$ cat src/rtl/div_unit_pkg.sv
// Shared CPU package slice: divider state encoding and default operand width.
package div_unit_pkg;

  localparam int DIV_WIDTH = 32;

  typedef enum logic [1:0] {
    S_IDLE = 2'd0,
    S_RUN  = 2'd1,
    S_FIX  = 2'd2,
    S_DONE = 2'd3
  } div_state_e;

endpackage

$ cat src/rtl/div_step.sv
// One restoring shift-subtract step: shift the next dividend bit into the partial
// remainder, subtract the divisor if it fits, and shift the result bit into the quotient.
module div_step #(
  parameter int WIDTH = 32
) (
  input  logic [WIDTH-1:0] prem,
  input  logic [WIDTH-1:0] quo,
  input  logic [WIDTH-1:0] dsor,
  output logic [WIDTH-1:0] prem_nxt,
  output logic [WIDTH-1:0] quo_nxt
);

  logic [WIDTH:0]   shifted_s;
  logic [WIDTH-1:0] diff_s;

  // compare-and-restore: the difference fits in WIDTH bits whenever it is taken
  always_comb begin
    shifted_s = {prem, quo[WIDTH-1]};
    diff_s    = shifted_s[WIDTH-1:0] - dsor;
    if (shifted_s >= {1'b0, dsor}) begin
      prem_nxt = diff_s;
      quo_nxt  = {quo[WIDTH-2:0], 1'b1};
    end else begin
      prem_nxt = shifted_s[WIDTH-1:0];
      quo_nxt  = {quo[WIDTH-2:0], 1'b0};
    end
  end

endmodule

$ cat src/rtl/div_unit.sv
// Multi-cycle restoring divider (DIV/DIVU): magnitudes are divided over WIDTH steps,
// then a single FIX cycle applies sign correction and the divide-by-zero result.
module div_unit
  import div_unit_pkg::*;
#(
  parameter int WIDTH = DIV_WIDTH
) (
  input  logic             clk,
  input  logic             rst_n,
  input  logic             start,
  input  logic             is_signed,
  input  logic [WIDTH-1:0] dividend,
  input  logic [WIDTH-1:0] divisor,
  output logic             busy,
  output logic             done,
  output logic [WIDTH-1:0] quotient,
  output logic [WIDTH-1:0] remainder,
  output logic             div_zero
);

  localparam int               CW       = $clog2(WIDTH) + 1;
  localparam logic [CW-1:0]    CNT_LAST = CW'(WIDTH - 1);
  localparam logic [CW-1:0]    CNT_ONE  = {{(CW-1){1'b0}}, 1'b1};
  localparam logic [WIDTH-1:0] ONE_W    = {{(WIDTH-1){1'b0}}, 1'b1};
  localparam logic [WIDTH-1:0] ZERO_W   = {WIDTH{1'b0}};

  function automatic logic [WIDTH-1:0] cond_neg(input logic [WIDTH-1:0] v, input logic neg);
    logic [WIDTH-1:0] res;
    if (neg) res = ~v + ONE_W;
    else     res = v;
    return res;
  endfunction

  div_state_e       state_r, state_nxt_s;
  logic [CW-1:0]    cnt_r;
  logic [WIDTH-1:0] prem_r, quo_r, dsor_r;
  logic [WIDTH-1:0] prem_nxt_s, quo_nxt_s;
  logic             neg_q_r, neg_rem_r;
  logic             busy_r, done_r, div_zero_r;
  logic [WIDTH-1:0] quotient_r, remainder_r;
  logic             accept_s;

  assign accept_s = start && ((state_r == S_IDLE) || (state_r == S_DONE));

  div_step #(.WIDTH(WIDTH)) u_step (
    .prem     (prem_r),
    .quo      (quo_r),
    .dsor     (dsor_r),
    .prem_nxt (prem_nxt_s),
    .quo_nxt  (quo_nxt_s)
  );

  // state register
  always_ff @(posedge clk or negedge rst_n) begin
    if (!rst_n) state_r <= S_IDLE;
    else        state_r <= state_nxt_s;
  end

  // next-state decode
  always_comb begin
    state_nxt_s = state_r;
    case (state_r)
      S_IDLE:  if (accept_s) state_nxt_s = S_RUN;  else state_nxt_s = S_IDLE;
      S_RUN:   if (cnt_r == CNT_LAST) state_nxt_s = S_FIX; else state_nxt_s = S_RUN;
      S_FIX:   state_nxt_s = S_DONE;
      S_DONE:  if (accept_s) state_nxt_s = S_RUN;  else state_nxt_s = S_IDLE;
      default: state_nxt_s = S_IDLE;
    endcase
  end

  // operand capture, iteration datapath and result registers
  always_ff @(posedge clk or negedge rst_n) begin
    if (!rst_n) begin
      cnt_r       <= {CW{1'b0}};
      prem_r      <= ZERO_W;
      quo_r       <= ZERO_W;
      dsor_r      <= ZERO_W;
      neg_q_r     <= 1'b0;
      neg_rem_r   <= 1'b0;
      busy_r      <= 1'b0;
      done_r      <= 1'b0;
      div_zero_r  <= 1'b0;
      quotient_r  <= ZERO_W;
      remainder_r <= ZERO_W;
    end else begin
      busy_r <= (state_nxt_s == S_RUN) || (state_nxt_s == S_FIX);
      done_r <= (state_r == S_FIX);
      if (accept_s) begin
        cnt_r     <= {CW{1'b0}};
        prem_r    <= ZERO_W;
        quo_r     <= cond_neg(dividend, is_signed & dividend[WIDTH-1]);
        dsor_r    <= cond_neg(divisor, is_signed & divisor[WIDTH-1]);
        neg_q_r   <= is_signed & (dividend[WIDTH-1] ^ divisor[WIDTH-1]);
        neg_rem_r <= is_signed & dividend[WIDTH-1];
      end else if (state_r == S_RUN) begin
        cnt_r  <= cnt_r + CNT_ONE;
        prem_r <= prem_nxt_s;
        quo_r  <= quo_nxt_s;
      end
      // with a zero divisor every step subtracts nothing, so prem_r ends as |dividend|
      if (state_r == S_FIX) begin
        div_zero_r  <= (dsor_r == ZERO_W);
        remainder_r <= cond_neg(prem_r, neg_rem_r);
        if (dsor_r == ZERO_W) quotient_r <= {WIDTH{1'b1}};
        else                  quotient_r <= cond_neg(quo_r, neg_q_r);
      end
    end
  end

  assign busy      = busy_r;
  assign done      = done_r;
  assign quotient  = quotient_r;
  assign remainder = remainder_r;
  assign div_zero  = div_zero_r;

endmodule

$ cat config.mk
export PLATFORM = sky130hd
export DESIGN_NAME = div_unit
export DESIGN_NICKNAME = d
export VERILOG_FILES = /design/src/rtl/div_unit_pkg.sv /design/src/rtl/div_step.sv /design/src/rtl/div_unit.sv
export SDC_FILE = /design/constraint.sdc
export NUM_CORES = 1
export LEC_CHECK = 0
export BUFFER_PORTS_ARGS = -buffer_cell sky130_fd_sc_hd__clkbuf_2
export CAP_MARGIN = 20
export CORE_ASPECT_RATIO = 0.5
export CORE_MARGIN = 5
export CORE_UTILIZATION = 45
export CTS_CLUSTER_DIAMETER = 30
export DETAILED_ROUTE_END_ITERATION = 10
export MAX_ROUTING_LAYER = met4
export PLACE_DENSITY = 0.75
export SLEW_MARGIN = 15
export SYNTH_ARGS = -nofsm -noshare
export SYNTH_HDL_FRONTEND = slang
export SYNTH_SLANG_ARGS = --single-unit
$ cat constraint.sdc
create_clock -name clk -period 3.95 [get_ports clk]
set_input_delay 0.9875 -clock clk [delete_from_list [all_inputs] [get_ports clk]]
set_output_delay 0.9875 -clock clk [all_outputs]
set_load 0.05 [all_outputs]
; ---- After elaboration in Yosys (flattened, before gate mapping)
; Cells that the tools add are included.
; Widths: inputs -> output; s select.
[totals]
inputBits = 68
ram_bits = 0
mem_count = 0
latch_bits = 0
ff_bits = 173
output_inout_bits = 67
wordCells = 56
mem_bits_ro = 0
[classes]
eq_ne = 6
div_mod_pow = 0
add_sub_neg = 6
reduce_logical = 7
bitwise_logic = 8
n_shift = 0
multipliers = 0
muxes = 16
n_lt_le_gt_ge = 1
[op_table]
columns = cell, count
row1 = $mux 32, 10
row2 = $add 32x1->32 const B, 4
row3 = $not 32->32, 4
row4 = $ge 33x32->1, 1
row5 = $logic_not 32->1, 1
row6 = $sub 32x32->32, 1
row7 = $mux 6, 2
row8 = $add 6x1->6 const B, 1
row9 = $eq 2x2->1 const B, 3
row10 = $eq 6x5->1 const B, 1
row11 = $pmux 2 s3, 1
row12 = $eq 2x1->1 const B, 2
row13 = $and 1x1->1, 3
row14 = $logic_not 2->1, 1
row15 = $logic_or 1x1->1, 2
row16 = $mux 1, 2
row17 = $mux 2, 1
row18 = $reduce_bool 2->1, 1
row19 = $reduce_or 2->1, 1
row20 = $logic_and 1x1->1, 1
row21 = $xor 1x1->1, 1

; ---- Logic depth before layout (Yosys ltp)
; Gate-level depths: netlist (run 1).
[logic_depth]
depth_word = 7
mapped_depth = 13
ltp_nobuf = 12

; ---- Cells and area by module
; Synthesis (run 1) repeated with hierarchy kept, for this count alone.
[hier_totals]
hier_cells = 1379
hier_area_um2 = 12017.8
[by_module_without_submodules]
columns = module, seq_area_each_um2, cells_per_inst, instances, area_per_inst_um2
row1 = div_unit, 4329.2, 1038, 1, 9566.7
row2 = div_step, 0.0, 341, 1, 2451.1

; ---- Worst setup path after synthesis (run 1)
; No wires, ideal clock.
[synth_timing]
kind = input to register
startpoint = input port dividend[4]
endpoint = register quo_r[27]
setup_ns = 0.137
t_required_ns = 3.813
t_arrival_ns = 2.970
stages = 8
n_path_buf = 0
setup_slack_ns = 0.842
path_cell_list = or4_1 nor4_1 nand2_1 nor4b_1 nand2b_1 o21ai_1 xor2_1 a21oi_1
[synth_via]
elab_chain_len = 4
[synth_lines]
columns = element, line
row1 = from (decl), div_unit.sv:12  ; input logic [WIDTH-1:0] dividend,
row2 = $not 32->32, div_unit.sv:29  ; if (neg) res = ~v + ONE_W;
row3 = $add 32x1->32, div_unit.sv:29
row4 = $mux 32, div_unit.sv:29
row5 = $mux 32, div_unit.sv:88  ; if (accept_s) begin
row6 = to (signal assigned), div_unit.sv:91  ; quo_r <= cond_neg(dividend, is_signed & dividend[WIDTH-1]);
row7 = to (signal assigned), div_unit.sv:98  ; quo_r <= quo_nxt_s;
row8 = to (decl), div_unit.sv:36  ; logic [WIDTH-1:0] prem_r, quo_r, dsor_r;
; No other way between the ends.
; A chain may end at the register's enable or synchronous reset.

; ---- Worst setup path after layout (run 1)
[layout_timing]
startpoint = register prem_r[8]
endpoint = register prem_r[17]
[layout_via]
elab_chain_len = 4
word_cells_on_any_way = 5
cone_classes = add/sub: 1 / order compare: 1 / mux: 3
[layout_lines]
columns = element, line
row1 = from (decl), div_unit.sv:36
row2 = from (signal assigned), div_unit.sv:97  ; prem_r <= prem_nxt_s;
row3 = $sub 32x32->32 or $ge 33x32->1 (tied branches), "div_step.sv:19, div_step.sv:20"
row4 = $mux 32 *, div_step.sv:20  ; if (shifted_s >= {1'b0, dsor}) begin
row5 = $mux 32 *, div_unit.sv:95  ; end else if (state_r == S_RUN) begin
row6 = $mux 32 *, div_unit.sv:88
; Every way passes the cells marked *; elsewhere a longest branch is shown, timed or not. The select of a mux whose other input is x is not followed.

==> results of run 1 <==
## power breakdown
part           internal (W)  leakage (nW)  switching [W]  total [W]
logic               0.00306          3.56        0.00446    0.00752
clock network       0.00104         0.295       0.000712    0.00175
registers           0.00252          2.21       0.000985    0.00350
## stage by stage
step	cell area, µm²	setup slack, ps	util, %	power, W	hold slack [ps]
CTS	13300	590	52.4	0.0128	414
detailed placement	12700	458	50.0	0.0110	484
global placement	12700	501	50.0	0.0109	474
floorplan	11700	842	-	0.00910	472
global route	13300	314	52.4	0.0139	421
finish	13300	507	52.4	0.0128	415
## placed cells by master, fill, tap and decap left out, drive strengths merged, types with 6 or more instances in the layout
master,instances
o41ai,19
nand2,171
nor2b,14
o31ai,24
or3,17
a211oi,12
a21oi,112
or4,18
clkbuf,154
a31oi,32
nand3,27
and3,7
mux2i,36
dfrtp,173
nor2,126
a21o,15
inv,58
nor3,17
xor2,83
nand4,14
nand2b,8
xnor2,63
ha,39
o211ai,6
o21ai,131
buf,21
and2,8
nor4,20
nand3b,7
## routing by layer
| layer | part of all wire, % | wire, µm | up-vias |
|---|---|---|---|
| met4 | 2.3 | 692 | 0 |
| met5 | 0 | 0 | - |
| li1 | - | - | 5121 |
| met1 | 49 | 14900 | 4895 |
| met3 | 4.0 | 1220 | 42 |
| met2 | 45 | 13800 | 240 |
## cells by family after synthesis
group,after synthesis,synth area share (%)
AND/OR/NAND/NOR,466,19.0
AO/OA/AOI/OAI,388,20.4
flip-flops,173,37.1
XOR/XNOR,146,11.0
buffers and inverters,133,4.61
multiplexers,41,3.57
adder cells (fa/ha/maj),40,4.36
## worst paths after layout
kind,startpoint,to,slack [ps],cells after the start
max,prem_r[8]$_DFFE_PN0P_,prem_r[17]$_DFFE_PN0P_,510,10
min,rst_n,quotient[7]$_DFFE_PN0P_,410,1
max reg2reg,prem_r[8]$_DFFE_PN0P_,prem_r[17]$_DFFE_PN0P_,510,10
min reg2reg,div_zero$_DFFE_PN0P_,div_zero$_DFFE_PN0P_,500,2
max in group asynchronous,rst_n,prem_r[6]$_DFFE_PN0P_,2640,2
min in group clk,div_zero$_DFFE_PN0P_,div_zero$_DFFE_PN0P_,500,2
## cell type report
class | instances | area (µm²)
fill | 2470 | 12100
multi-input combinational | 1081 | 6830
sequential | 173 | 4330
timing repair buffer | 154 | 872
clock buffer | 21 | 470
tap | 344 | 430
inverter | 57 | 214
clock inverter | 10 | 138
## flip-flops by register name (all words and copies together), names as in the netlist
register	flops
remainder	32
dsor_r	32
busy	1
done	1
quotient	32
prem_r	32
neg_rem_r	1
div_zero	1
state_r	2
quo_r	32
cnt_r	6
neg_q_r	1
==> run_results.csv, run 1 <==
group,metric,value,unit
floorplanning,fp.dieH,124,µm
floorplanning,die_width,238,µm
global_routing,grt_remaining_overflow,0,
setup_path,crit_chain,"ha_1, and2_1, a221oi_1, nand3b_1, o311ai_1, a31oi_1, o21a_1, buf_4, nand2_1, a31oi_1",
routing,routedWlPerCell,16.7,µm
finish,drive_gt1_share,14.1,%
power,p_leak,6.06,nW
synth,synth_area_leaders,"dfrtp_1 (37%), xor2_1 (6.2%), nand2_1 (5.5%)",
setup_path,endpoint_kind,"flip-flop",
sta,relSlewSlack,31.4,%
routing,viasPerCell,5.60,
global_routing,grt_most_used_layer,"met2",
cts,clkTransAtPathRegs,70,ps
cts,tritoncts,"built",
setup_path,path_max_fanout,20,
synth,yosys_register_bits,173,
routing,dr.pass1.iters,5,
power,p_per_area,962,mW/mm²
sta,slew_viol_final,0,
sta,setup_violations,0,
cts,cts_hold_buf,0,
cts,cts_made_buffers,17,
synth,synthCells,1387,
floorplanning,dieArea,0.0294,mm²
cts,worstSkewPairLatency,440,ps
finish,nets,1592,
placement,dpl.hpwl,22600,µm
synth,synth_most_common_cell,"dfrtp_1",
routing,drcViolationCount,0,
placement,gp_congestion,0.946,
finish,layout.cells.non_filler,1840,
synth,yosysTopAreaCell,"dfrtp_1",
synth,seq_area_frac_synth,37.1,%
synth,synth_flop_cell,"dfrtp_1",
cts,cts_sinks,173,
flow_run,cap_violations,0,
sta,finalCritPeriodShare,87.2,%
routing,wl,30700,µm
floorplanning,pin_count,135,
setup_path,slowest_stage,"a221oi_1",
floorplanning,start_util,46.0,%
global_routing,grtUsageMet3,3.34,%
floorplanning,fp.coreArea,0.0253,mm²
synth,yosysUniqueCellTypes,74,
global_routing,grt_pass1_vias,9867,
global_routing,antenna_found_initial,0,
global_routing,grt_max_degree,100,
routing,via_count,10300,
global_routing,grt.met2_usage,33.8,%
synth,yosysWarnings,0,
setup_path,arrival,3780,ps
min_path,worst_hold_path_type,"in2async",
synth,synth_edf_count,0,
setup_path,crit_top_cell,"a31oi_1",
sta,rsz0062_at_grt,"no",
global_routing,grt_use_met1,29.7,%
synth,synth_commonest_cells,"dfrtp_1 (173), nand2_1 (171), nor2_1 (126)",
sta,tightestPinTransition,1030,ps
cts,post-cts-setup-buffers,0,
synth,synth_top_area_share,37.1,%
power,vdd_drop_max,0.471,mV
placement,place_inst,1808,
synth,synth_fp_nets,1495,
cts,htreeDepth,4,
finish,synthToLayoutAreaGrowth,13.9,%
setup_path,required,4290,ps
global_routing,grt_pass1_wl,50700,µm
floorplanning,rows,41,
status,outcome,"finished, final reports clean",
synth,synthArstFlopShare,100,%
setup_path,start_kind,"flip-flop",
global_routing,grt_usage,21.8,%
setup_path,max_stage_delay,480,ps
cts,cts_resized,0,
synth,synth_area,0.0117,mm²
sta,tns,0,ps
sta,max_freq,290,MHz
sta,hold_violations,0,
setup_path,crit_family,"compound AO/OA/AOI/OAI gates",
sta,fin_skew,13.0,ps
setup_path,critPathKind,"reg2reg",
routing,final_antenna_net_count,0,
cts,cts-root-buf,"clkbuf_16",
synth,syn_avg_cell_area,8.41,µm²
sta,period_needed,3440,ps
routing,first_iter_violations,796,
setup_path,path_buf_inv,1,
cts,cts_buffer_depth,2,
placement,numPortBuffers,134,
finish,antennaDiodeCount,0,
No activity file was read; power rests on OpenSTA's default activity.
==> run 2, diff against run 1 <==
Settings changed: CTS_CLUSTER_DIAMETER 30 to 40, PLACE_DENSITY 0.75 to unset.
==> run 2 against run 1 <==
  * Combinational power grew 3.2%
  * Fmax increased by 1.5%
  * Utilization hardly changed
  * Clock-buffer cell count is 1 lower
==> run_results.csv, run 2 (synthesized netlist as in run 1, its figures left out) <==
group,metric,value,unit
global_routing,grt_pass1_wl,54700,µm
cts,htreeDepth,4,
setup_path,required,4220,ps
setup_path,path_max_fanout,4,
global_routing,grt_max_degree,98,
power,p_sw,0.00639,W
power,power_frac_comb,59.6,%
min_path,worst_hold_path_type,"reg2reg",
setup_path,slowest_stage,"or4_1",
floorplanning,die_width,238,µm
cts,cts_hold_buf,0,
cts,cts_made_buffers,17,
power,p_int,0.00664,W
floorplanning,fp.coreArea,0.0253,mm²
floorplanning,pin_count,135,
finish,final_common_cell,"dfrtp_1",
sta,hold_violations,0,
routing,viasPerCell,5.68,
floorplanning,fp.dieH,124,µm
cts,cts_sinks,173,
floorplanning,rows,41,
sta,relSlewSlack,31.7,%
routing,dr_wl_met3,1480,µm
routing,topRoutingLayerUsed,"met4",
flow_run,cap_violations,0,
routing,via_count,10500,
setup_path,start_kind,"flip-flop",
global_routing,grt_remaining_overflow,0,
cts,worstSkewPairLatency,450,ps
sta,hold_slack,497,ps
cts,clkTransAtPathRegs,70,ps
cts,cts_buffer_depth,2,
power,p_per_area,981,mW/mm²
setup_path,crit_top_cell,"inv_1",
status,outcome,"finished, final reports clean",
floorplanning,start_util,46.0,%
setup_path,endpoint_kind,"flip-flop",
placement,place_area,0.0127,mm²
routing,drcViolationCount,0,
global_routing,grt_usage,24.1,%
power,p_sw_share,49.1,%
setup_path,critPathKind,"reg2reg",
placement,numPortBuffers,134,
setup_path,worstReg2RegStart,"quo_r[31]$_DFFE_PN0P_",
cts,post-cts-setup-buffers,0,
cts,cts_resized,0,
finish,layout_common_cells,"dfrtp_1 (173), nand2_1 (170), clkbuf_2 (133)",
finish,n_fill_cell,2423,
power,total_power,0.0130,W
cts,tritoncts,"built",
sta,rsz0062_at_grt,"no",
routing,final_antenna_net_count,0,
finish,drive_gt1_share,14.0,%
power,p_seq_share,26.8,%
setup_path,crit_start,"quo_r[31]$_DFFE_PN0P_",
power,pwr-share-clk,13.6,%
floorplanning,dieArea,0.0294,mm²
placement,dpl.hpwl,25700,µm
sta,period_needed,3390,ps
sta,setup_violations,0,
sta,max_freq,295,MHz
routing,routedWlPerCell,18.5,µm
routing,dr.pass1.iters,5,
setup_path,arrival,3670,ps
power,p_leak,6.06,nW
sta,finalCritPeriodShare,85.9,%
setup_path,max_stage_delay,500,ps
routing,first_iter_violations,744,
routing,wl_met2,16100,µm
finish,nets,1591,
setup_path,crit_chain,"inv_1, ha_1, inv_1, fa_1, a21o_1, a221oi_2, o221ai_1, a211oi_1, nor2b_1, or4_1, nand4_1, a31oi_1",
routing,wl_met1,15700,µm
routing,wl,34000,µm
global_routing,antenna_found_initial,1,
setup_path,path_buf_inv,2,
sta,tightestPinTransition,1020,ps
finish,synthToLayoutAreaGrowth,13.8,%
cts,cts-root-buf,"clkbuf_16",
sta,tns,0,ps
setup_path,crit_family,"compound AO/OA/AOI/OAI gates",
sta,fin_skew,13.3,ps
power,vdd_drop_max,0.412,mV
sta,slew_viol_final,0,
finish,final_cell_area,0.0133,mm²
global_routing,grt_pass1_vias,10300,
min_path,hp-start,"div_zero$_DFFE_PN0P_",
placement,gp_congestion,0.932,
-- run 2: changes by cell type in the layout (fill, tap and decap cells not counted), sizes merged --
| cell | delta |
|---|---|
| diode | +1 |
| buf | -1 |
| clkinvlp | -1 |
| clkinv | -1 |
| clkbuf | -1 |
| inv | +4 |
-- run 2: worst reg2reg max path, cell delays in order, from the launching register on --
cell and delay (ps):
dfrtp_1 440, inv_1 120, ha_1 210, inv_1 70, fa_1 400, a21o_1 210
a221oi_2 280, o221ai_1 230, a211oi_1 360, nor2b_1 190, or4_1 500, nand4_1 120
a31oi_1 90
-- run 2: area by class of cell --
cell class | count | area, µm² | share of cell area [%]
sequential | 173 | 4330 | 32.6
tap | 344 | 430 | 3.24
clock inverter | 12 | 156 | 1.18
timing repair buffer | 153 | 870 | 6.55
inverter | 57 | 214 | 1.61
clock buffer | 20 | 447 | 3.36
multi-input combinational | 1081 | 6830 | 51.4
antenna | 1 | 2.50 | 0.0188
-- run 2: power by group through the flow --
stage / logic, W / clock network, W / registers [W]
2_1_floorplan: 0.00536 / 0 / 0.00374
3_3_place_gp: 0.00760 / 0 / 0.00350
3_5_place_dp: 0.00771 / 0 / 0.00352
4_1_cts: 0.00776 / 0.00181 / 0.00350
5_1_grt: 0.00862 / 0.00189 / 0.00361
6_report: 0.00776 / 0.00177 / 0.00350
-- run 2: worst paths after layout --
check | slack [ps] | end | cells past startpoint
worst max register to register | 560 | prem_r[28]$_DFFE_PN0P_ | 12
min in group asynchronous | 580 | quo_r[14]$_DFFE_PN0P_ | 1
worst min register to register | 500 | div_zero$_DFFE_PN0P_ | 2
worst min-delay path | 500 | div_zero$_DFFE_PN0P_ | 2
max in group asynchronous | 2600 | dsor_r[13]$_DFFE_PN0P_ | 2
worst max-delay path | 560 | prem_r[28]$_DFFE_PN0P_ | 12
-- run 2: metrics by stage --
step | setup WS (ps) | utilization [%] | instances
after floorplan | 842 | - | 1387
after global placement | 355 | 50.0 | 1808
after detailed placement | 359 | 50.0 | 1808
after CTS | 593 | 52.4 | 1840
after global routing | 370 | 52.4 | 1841
final | 558 | 52.4 | 1841
-- run 2: metal layers --
metal / up-vias / track usage, %
li1: 5119 / -
met1: 5069 / 31.0
met2: 227 / 39.2
met3: 46 / 4.36
met4: 0 / 7.60
met5: - / -
